==> src/rtl/instr_encoder_loader_pkg.sv <==
// Shared definitions for the RV32I instruction encoder/loader: opcodes,
// format and FSM enums, the latched request record and small helpers.
package instr_encoder_loader_pkg;

   localparam logic [6:0] OP_R      = 7'b0110011;
   localparam logic [6:0] OP_IMM    = 7'b0010011;
   localparam logic [6:0] OP_LOAD   = 7'b0000011;
   localparam logic [6:0] OP_JALR   = 7'b1100111;
   localparam logic [6:0] OP_STORE  = 7'b0100011;
   localparam logic [6:0] OP_BRANCH = 7'b1100011;
   localparam logic [6:0] OP_LUI    = 7'b0110111;
   localparam logic [6:0] OP_AUIPC  = 7'b0010111;
   localparam logic [6:0] OP_JAL    = 7'b1101111;

   typedef enum logic [2:0] {
      FMT_R   = 3'd0,
      FMT_I   = 3'd1,
      FMT_S   = 3'd2,
      FMT_B   = 3'd3,
      FMT_U   = 3'd4,
      FMT_J   = 3'd5,
      FMT_BAD = 3'd6
   } fmt_e;

   typedef enum logic [1:0] {
      ST_IDLE   = 2'd0,
      ST_ENCODE = 2'd1,
      ST_WRITE  = 2'd2
   } state_e;

   typedef struct packed {
      logic [6:0]  opcode;
      logic [4:0]  rd;
      logic [4:0]  rs1;
      logic [4:0]  rs2;
      logic [2:0]  funct3;
      logic [6:0]  funct7;
      logic [31:0] imm;
   } enc_req_t;

   function automatic fmt_e decode_fmt(input logic [6:0] op);
      fmt_e f;
      case (op)
         OP_R:                      f = FMT_R;
         OP_IMM, OP_LOAD, OP_JALR:  f = FMT_I;
         OP_STORE:                  f = FMT_S;
         OP_BRANCH:                 f = FMT_B;
         OP_LUI, OP_AUIPC:          f = FMT_U;
         OP_JAL:                    f = FMT_J;
         default:                   f = FMT_BAD;
      endcase
      return f;
   endfunction

   // True when v is representable as a two's-complement value of 'bits' bits.
   function automatic logic fits_signed(input logic [31:0] v, input int unsigned bits);
      logic signed [31:0] sh;
      sh = $signed(v) >>> (bits - 32'd1);
      return (sh == 32'sd0) || (sh == -32'sd1);
   endfunction

endpackage

==> src/rtl/instr_field_packer.sv <==
// Combinational RV32I format decode and field packing; with
// INSTR_ENC_RANGE_CHECK_EN defined it also flags out-of-range immediates.
module instr_field_packer
   import instr_encoder_loader_pkg::*;
(
   input  enc_req_t    i_req,
   output logic [31:0] o_word,
   output logic        o_err
);

   fmt_e        w_fmt;
   logic [31:0] w_imm;
   logic        w_range_err;

   assign w_fmt = decode_fmt(i_req.opcode);
   assign w_imm = i_req.imm;

   always_comb begin
      o_word = 32'h0000_0000;
      case (w_fmt)
         FMT_R: o_word = {i_req.funct7, i_req.rs2, i_req.rs1, i_req.funct3,
                          i_req.rd, i_req.opcode};
         FMT_I: o_word = {w_imm[11:0], i_req.rs1, i_req.funct3, i_req.rd, i_req.opcode};
         FMT_S: o_word = {w_imm[11:5], i_req.rs2, i_req.rs1, i_req.funct3,
                          w_imm[4:0], i_req.opcode};
         FMT_B: o_word = {w_imm[12], w_imm[10:5], i_req.rs2, i_req.rs1, i_req.funct3,
                          w_imm[4:1], w_imm[11], i_req.opcode};
         FMT_U: o_word = {w_imm[31:12], i_req.rd, i_req.opcode};
         FMT_J: o_word = {w_imm[20], w_imm[10:1], w_imm[11], w_imm[19:12],
                          i_req.rd, i_req.opcode};
         default: o_word = 32'h0000_0000;
      endcase
   end

`ifdef INSTR_ENC_RANGE_CHECK_EN
   // B/J offsets must be even since bit 0 has no slot in the encoding.
   always_comb begin
      w_range_err = 1'b0;
      case (w_fmt)
         FMT_I, FMT_S: w_range_err = !fits_signed(w_imm, 32'd12);
         FMT_B:        w_range_err = !fits_signed(w_imm, 32'd13) || w_imm[0];
         FMT_J:        w_range_err = !fits_signed(w_imm, 32'd21) || w_imm[0];
         FMT_U:        w_range_err = (w_imm[11:0] != 12'h000);
         default:      w_range_err = 1'b0;
      endcase
   end
`else
   assign w_range_err = 1'b0;
`endif

   assign o_err = (w_fmt == FMT_BAD) || w_range_err;

endmodule

==> src/rtl/instr_encoder_loader.sv <==
// Accepts RV32I field requests, encodes them and writes the words to
// sequential memory addresses. Optional macro: INSTR_ENC_RANGE_CHECK_EN.
module instr_encoder_loader
   import instr_encoder_loader_pkg::*;
#(
   parameter int                    ADDR_WIDTH = 10,
   parameter logic [ADDR_WIDTH-1:0] BASE_ADDR  = '0
)(
   input  logic                  clk,
   input  logic                  reset,
   input  logic                  in_valid,
   output logic                  in_ready,
   input  logic [6:0]            in_opcode,
   input  logic [4:0]            in_rd,
   input  logic [4:0]            in_rs1,
   input  logic [4:0]            in_rs2,
   input  logic [2:0]            in_funct3,
   input  logic [6:0]            in_funct7,
   input  logic [31:0]           in_imm,
   input  logic                  flush,
   output logic                  mem_we,
   output logic [ADDR_WIDTH-1:0] mem_addr,
   output logic [31:0]           mem_wdata,
   input  logic                  mem_ack,
   output logic                  busy,
   output logic                  err_pulse,
   output logic                  err_sticky,
   output logic [15:0]           instr_count
);

   localparam logic [ADDR_WIDTH-1:0] ADDR_STEP = ADDR_WIDTH'(4);

   state_e                r_state;
   state_e                w_state_nxt;
   enc_req_t              r_req;
   logic                  r_ready;
   logic                  r_busy;
   logic                  r_we;
   logic [ADDR_WIDTH-1:0] r_addr;
   logic [31:0]           r_wdata;
   logic [15:0]           r_count;
   logic                  r_err_pulse;
   logic                  r_err_sticky;

   logic                  w_accept;
   logic                  w_enc_ok;
   logic                  w_enc_fail;
   logic                  w_wr_done;
   logic [31:0]           w_pack_word;
   logic                  w_pack_err;

   instr_field_packer u_packer (
      .i_req  (r_req),
      .o_word (w_pack_word),
      .o_err  (w_pack_err)
   );

   always_ff @(posedge clk or posedge reset) begin
      if (reset) begin
         r_state <= ST_IDLE;
      end else begin
         r_state <= w_state_nxt;
      end
   end

   // Flush overrides every state, including an ack arriving in the same cycle.
   always_comb begin
      w_state_nxt = r_state;
      w_accept    = 1'b0;
      w_enc_ok    = 1'b0;
      w_enc_fail  = 1'b0;
      w_wr_done   = 1'b0;
      if (flush) begin
         w_state_nxt = ST_IDLE;
      end else begin
         case (r_state)
            ST_IDLE: begin
               if (in_valid && r_ready) begin
                  w_accept    = 1'b1;
                  w_state_nxt = ST_ENCODE;
               end else begin
                  w_state_nxt = ST_IDLE;
               end
            end
            ST_ENCODE: begin
               if (w_pack_err) begin
                  w_enc_fail  = 1'b1;
                  w_state_nxt = ST_IDLE;
               end else begin
                  w_enc_ok    = 1'b1;
                  w_state_nxt = ST_WRITE;
               end
            end
            ST_WRITE: begin
               if (mem_ack) begin
                  w_wr_done   = 1'b1;
                  w_state_nxt = ST_IDLE;
               end else begin
                  w_state_nxt = ST_WRITE;
               end
            end
            default: w_state_nxt = ST_IDLE;
         endcase
      end
   end

   // Handshake/status outputs are registered from the next state so they
   // line up with r_state; ready stays low for the whole reset assertion.
   always_ff @(posedge clk or posedge reset) begin
      if (reset) begin
         r_ready      <= 1'b0;
         r_busy       <= 1'b0;
         r_we         <= 1'b0;
         r_err_pulse  <= 1'b0;
         r_err_sticky <= 1'b0;
         r_addr       <= BASE_ADDR;
         r_count      <= 16'h0000;
         r_wdata      <= 32'h0000_0000;
         r_req        <= '0;
      end else begin
         r_ready     <= (w_state_nxt == ST_IDLE);
         r_busy      <= (w_state_nxt != ST_IDLE);
         r_we        <= (w_state_nxt == ST_WRITE);
         r_err_pulse <= w_enc_fail;
         if (w_accept) begin
            r_req <= '{opcode: in_opcode, rd: in_rd, rs1: in_rs1, rs2: in_rs2,
                       funct3: in_funct3, funct7: in_funct7, imm: in_imm};
         end
         if (w_enc_ok) begin
            r_wdata <= w_pack_word;
         end
         if (flush) begin
            r_addr       <= BASE_ADDR;
            r_count      <= 16'h0000;
            r_err_sticky <= 1'b0;
         end else begin
            if (w_wr_done) begin
               r_addr <= r_addr + ADDR_STEP;
               if (r_count != 16'hFFFF) begin
                  r_count <= r_count + 16'd1;
               end
            end
            if (w_enc_fail) begin
               r_err_sticky <= 1'b1;
            end
         end
      end
   end

   assign in_ready    = r_ready;
   assign busy        = r_busy;
   assign mem_we      = r_we;
   assign mem_addr    = r_addr;
   assign mem_wdata   = r_wdata;
   assign err_pulse   = r_err_pulse;
   assign err_sticky  = r_err_sticky;
   assign instr_count = r_count;

endmodule

==> config.mk <==
export PLATFORM = sky130hd
export DESIGN_NAME = instr_encoder_loader
export DESIGN_NICKNAME = d
export VERILOG_FILES = /design/src/rtl/instr_encoder_loader_pkg.sv /design/src/rtl/instr_field_packer.sv /design/src/rtl/instr_encoder_loader.sv
export SDC_FILE = /design/constraint.sdc
export NUM_CORES = 1
export LEC_CHECK = 0
export BUFFER_PORTS_ARGS = -buffer_cell sky130_fd_sc_hd__buf_4
export CAP_MARGIN = 10
export CORE_ASPECT_RATIO = 2
export CORE_MARGIN = 3
export CORE_UTILIZATION = 43
export CTS_BUF_LIST = sky130_fd_sc_hd__clkbuf_8
export CTS_CLUSTER_DIAMETER = 60
export CTS_CLUSTER_SIZE = 20
export DETAILED_ROUTE_END_ITERATION = 16
export GPL_ROUTABILITY_DRIVEN = 0
export PLACE_DENSITY = 0.66
export SKIP_CTS_REPAIR_TIMING = 1
export SYNTH_ARGS = -nofsm -noshare
export SYNTH_HDL_FRONTEND = slang
export SYNTH_SLANG_ARGS = --single-unit
==> constraint.sdc <==
create_clock -name clk -period 9.9 [get_ports clk]
set_clock_uncertainty 0.15 [all_clocks]
set_input_delay 0.495 -clock clk [delete_from_list [all_inputs] [get_ports clk]]
set_output_delay 0.495 -clock clk [all_outputs]
set_load 0.005 [all_outputs]
After elaboration in Yosys (flattened, before gate mapping)
Cells that the tools add are included.
{"block": "totals", "latchBits": 0, "elab_cells": 74, "output_inout_bits": 63, "in_bits": 69, "reg_bits": 129, "ram_bits": 0, "mem_count": 0, "mem_bits_ro": 0}
{"block": "classes", "reduce_logical": 11, "shifts": 0, "n_eq_ne": 19, "add_sub_neg": 2, "muxes": 26, "multipliers": 0, "n_lt_le_gt_ge": 0, "div_mod_pow": 0, "n_bitwise": 0}
{"op": "$pmux 32 s6", "n": 1}
{"op": "$mux 16", "n": 3}
{"op": "$eq 7x6->1 const B", "n": 3}
{"op": "$eq 7x7->1 const B", "n": 3}
{"op": "$mux 10", "n": 2}
{"op": "$pmux 3 s6", "n": 1}
{"op": "$add 16x1->16 const B", "n": 1}
{"op": "$ne 16x16->1 const B", "n": 1}
{"op": "$mux 1", "n": 15}
{"op": "$eq 7x5->1 const B", "n": 2}
{"op": "$add 10x3->10 const B", "n": 1}
{"op": "$eq 3x3->1 const B", "n": 3}
{"op": "$reduce_bool 2->1", "n": 4}
{"op": "$eq 7x2->1 const B", "n": 1}
{"op": "$eq 3x2->1 const B", "n": 2}
{"op": "$mux 2", "n": 3}
{"op": "$pmux 2 s3", "n": 1}
{"op": "$eq 2x2->1 const B", "n": 2}
{"op": "$logic_not 2->1", "n": 2}
{"op": "$eq 3x1->1 const B", "n": 1}
{"op": "$logic_not 3->1", "n": 1}
{"op": "$reduce_or 3->1", "n": 1}
{"op": "$eq 2x1->1 const B", "n": 1}
{"op": "$reduce_and 2->1", "n": 1}
{"op": "2 further kinds", "n": 2}

Depth between registers and ports, before layout
{"block": "logic_depth", "ltp_word": 9, "depth_mapped": 11, "mapped_depth_nobuf": 9}

Modules after synthesis
From an unflattened synthesis, not the netlist that was laid out.
{"block": "unflattened", "cells_unflattened": 483, "hier_area_um2": 5964.5}
{"module": "instr_encoder_loader", "cells_each": 359, "seq_area_each_um2": 3178.0, "instances": 1, "area_per_inst_um2": 5077.4}
{"module": "instr_field_packer", "cells_each": 124, "seq_area_each_um2": 0.0, "instances": 1, "area_per_inst_um2": 887.1}

Worst setup path after synthesis
No wires, ideal clock.
{"block": "synth_timing", "path_type": "register to register", "start": "reg r_req[63] in the netlist's numbering", "end": "reg r_wdata[31], in the netlist mem_wdata[31]", "arrival_ns": 2.533, "n_path_buf": 1, "path_stages_with_launch": 11, "setup_ns": 0.096, "slack_ns": 7.121, "t_required_ns": 9.654, "period_less_slack_ns": 2.779, "cell_sequence": "dfrtp_1 buf_6 or3b_4 a21oi_4 inv_4 ha_1 nor2b_1 a221oi_4 and2_1 a22oi_2 a311oi_2"}
{"block": "synth_via", "elab_chain_cells": 7, "elab_cells_between_ends": 23, "cone_classes": "eq/ne: 15; mux: 5; reduce/logical: 3"}
{"element": "start, declared", "line_no": "instr_encoder_loader.sv:35", "rtl": "enc_req_t r_req;"}
{"element": "start signal, assigned", "line_no": "instr_encoder_loader.sv:126", "rtl": "r_req <= '{opcode: in_opcode, rd: in_rd, rs1: in_rs1, rs2: in_rs2,"}
{"element": "$eq 7x5->1 (tied with other cells)", "line_no": "instr_encoder_loader_pkg.sv:43", "rtl": "case (op)"}
{"element": "$reduce_or 3->1 / $reduce_or 2->1 (equally long branches)", "line_no": "instr_encoder_loader_pkg.sv:43"}
{"element": "$pmux 3 s6 (*)", "line_no": "instr_encoder_loader_pkg.sv:43"}
{"element": "$eq 3x3->1", "line_no": "instr_field_packer.sv:51", "rtl": "assign o_err = (w_fmt == FMT_BAD) || w_range_err;"}
{"element": "$mux 1", "line_no": "instr_encoder_loader.sv:86", "rtl": "if (w_pack_err) begin"}
{"element": "$mux 1", "line_no": "instr_encoder_loader.sv:76", "rtl": "case (r_state)"}
{"element": "$mux 1", "line_no": "instr_encoder_loader.sv:73", "rtl": "if (flush) begin"}
{"element": "end signal, assigned", "line_no": "instr_encoder_loader.sv:130", "rtl": "r_wdata <= w_pack_word;"}
{"element": "end, declared", "line_no": "instr_encoder_loader.sv:40", "rtl": "logic [31:0] r_wdata;"}
Mark *: on every way between the ends. The rest lies on a longest branch, timed or not.
A chain may end at the register's enable or synchronous reset.

Worst setup path after layout
{"block": "layout_timing", "start": "reg r_req[60] in the netlist's numbering", "end": "reg r_wdata[17], in the netlist mem_wdata[17]"}
Same word-level chain as after synthesis.

==> results.md <==
* Crit end category: flop
* CTS tree: done
* Outcome: finished, final reports clean
* Post-synth EDFFs at 0
* Unrepaired setup endpoints after global routing: false
* Sequential share of the synthesized area at 55.64%
* Via count at 4,104
* Post-Synthesis Cells at 465
* Most common cell after layout, fill and taps aside: buf_4
* Final setup violation count at 0
* Slew @ Worst Pin at 842.6 ps
* Sum Neg Setup Slack at 0 ps
* Drc violations at 0
* Vias in the first global route at 4,419
* Full die area at 14,790 um2
* Slowest CP cell: nor2b_1
* Tcrit/Tclk final at 32.59%
* Minimum clock period at 3226 ps
* Avg WL per Cell at 18.20 um
* Nets@finish at 667
* Syn avg cell area at 12.28 um2
* Slew margin rel. at 43.70%
* Post-synth cell types at 64
* Cell breakdown of the critical path: nand3b_2 -> nor3_4 -> inv_2 -> ha_1 -> o21ai_2 -> nor2b_1 -> nand2_2 -> o21ai_0
* Post-synth ARST share at 100.0%
* Via/cell ratio at 5.400
* Top FF cell, synth: dfrtp_1
* Fillers at 1,149
* Worst EP arrival at 3410 ps
* Compound-Gate Fraction of Synth Area at 9.244%
* Initial Util at 43.96%
* PD cells at 199.9 nW/um2
* Mapped Area at 5712 um2
* Ports at 132
* Largest net degree at the start of global routing at 68
* Row cnt at 59
* Reg clk slew, reported paths at 80 ps
* CTS H-tree depth at 4
* WL final at 13.83 mm
* Most frequent cells in the layout: 132 x buf_4, 127 x dfrtp_1, 66 x mux2_2, 37 x nor2_1, 31 x nand2_1
* Fmax at 0.3100 GHz
* # clock sinks at 127
* Die width at 87.50 um
* Synth Area in Adders at 0.6572%
* Core area at 12,990 um2
* YS warnings at 0
* Post-Synth Simple-Gate Area at 12.29%
* Clk buf depth at 2
* Mux share of post-synthesis cell area at 16.78%
* Synth Area in XOR/XNOR at 2.607%
* Worst EP required at 10,080 ps
* Post-route ant nets at 0
* Endpoints failing hold at 0
* Layout cell share with drive strength beyond 1 at 41.61%
* Fin. max-slew vios at 0
* MaxCap Viol Count at 0
* Ant diodes at 0
* Initial DRC Count at 152
* Peak VDD IR at 125.6 uV
* Worst-Skew Late Latency at 430 ps
* Die H at 169.0 um
* Gr usage total at 19.62%
* First-pass GRT wire length at 22.34 mm
* Num CTS Buffers at 17
* CP Max Fanout at 19
* Worst Hold Margin at 73.15 ps
* Largest family of logic cells by synthesized area: multiplexers
* First-pass DRT Iterations at 4
* Static Leak at 3.330 nW
* Clock Tree Root: clkbuf_8
* HPWL after detailed placement at 10.19 mm
* Crit path largest cell delay at 580 ps
* IO buf count at 129
* Layout area overhead at 25.19%
* CP Class: flop to flop
* Grt ovf at 0
* Initial antenna violation count at 0
* Synthesized flop and latch total at 127
* Worst Hold Class: input pin to async pin
* Worst setup SP type: flop
[cell usage after synthesis, types with 3 or more instances]
cell       count  share of area [%]
a21oi_1        5               0.44
a221oi_1       4               0.61
a22o_1        13                2.0
a2bb2oi_1      6               0.92
a31oi_1        3               0.33
buf_2          5               0.44
buf_4          3               0.39
clkbuf_1       8               0.53
dfrtp_1      127                 56
ha_1           3               0.66
inv_1          5               0.33
mux2_2        66                 13
mux2i_1       20                3.5
nand2_1       31                2.0
nand2b_1       3               0.33
nand3_1        8               0.70
nand3b_1       3               0.39
nand4_1        4               0.44
nor2_1        37                2.4
nor3_1        16                1.4
nor3b_1        3               0.39
nor4_1         4               0.44
o21ai_0       21                1.8
xnor2_1       11                1.7
xor2_1         6               0.92
[kinds of logic after synthesis]
kind of cell             Yosys count
AO/OA/AOI/OAI                     67
buffers and inverters             29
AND/OR/NAND/NOR                  134
flip-flops                       127
multiplexers                      87
XOR/XNOR                          17
adder cells (fa/ha/maj)            3
other                              1
[worst max-delay path: cells and delay by family, from the launching register on]
family                   cells  cell delay (ps)
AND/OR/NAND/NOR              4             1690
flip-flops                   1              470
AO/OA/AOI/OAI                2              430
adder cells (fa/ha/maj)      1              270
buffers and inverters        1              110
[through the flow]
stage               setup slack, ps  power [mW]  instance area [um2]  utilization [%]  cells
finish                         6674       1.430                 7151            55.04    760
global route                   6346       1.509                 7151            55.04    760
CTS                            6640       1.447                 7151            55.04    760
detailed placement             6657       1.023                 6779            52.18    728
global placement               6843       1.011                 6779            52.18    728
floorplan                      5871      0.8766                 5715                -    466
[sequential cells by signal, indices dropped and copies added, names as in the netlist]
signal / flops
in_ready: 1
err_sticky: 1
err_pulse: 1
r_req: 64
r_state: 2
mem_addr: 8
instr_count: 16
mem_wdata: 32
busy: 1
mem_we: 1
[routing by layer]
layer / track usage, % / part of all wire, %
met1: 20.59 / 35
met2: 36.14 / 58
met3: 5.114 / 5.1
met4: 7.482 / 2.3
met5: 0 / 0
[cell type report]
type	count	area, um2	share of cell area, %
clock buffers	17	234.0	3.272
flip-flops and latches	127	3178	44.44
repair buffers	132	991.0	13.86
clock inverters	15	137.6	1.925
inverters	7	31.28	0.4374
multi-input cells	310	2389	33.40
well taps	152	190.2	2.660
[where the power goes]
group | internal [mW] | switching, mW | total [mW]
sequential | 0.625 | 0.0842 | 0.709
combinational | 0.179 | 0.121 | 0.300
clock | 0.201 | 0.221 | 0.421
total | 1.00 | 0.426 | 1.43
[worst paths after layout]
| kind | from | endpoint | slack [ps] | cells after the start |
|---|---|---|---|---|
| setup reg to reg | r_req[60]$_DFFE_PP0P_ | mem_wdata[17]$_DFFE_PP0P_ | 6670 | 8 |
| setup / recovery | r_req[60]$_DFFE_PP0P_ | mem_wdata[17]$_DFFE_PP0P_ | 6670 | 8 |
| max in group asynchronous | reset | r_req[7]$_DFFE_PP0P_ | 8220 | 3 |
| hold reg to reg | mem_wdata[30]$_DFFE_PP0P_ | mem_wdata[30]$_DFFE_PP0P_ | 340 | 2 |
| hold / removal | reset | r_req[59]$_DFFE_PP0P_ | 70 | 2 |
| min in group clk | in_imm[6] | r_req[6]$_DFFE_PP0P_ | 140 | 2 |
Power figures use the tool's default switching activity.
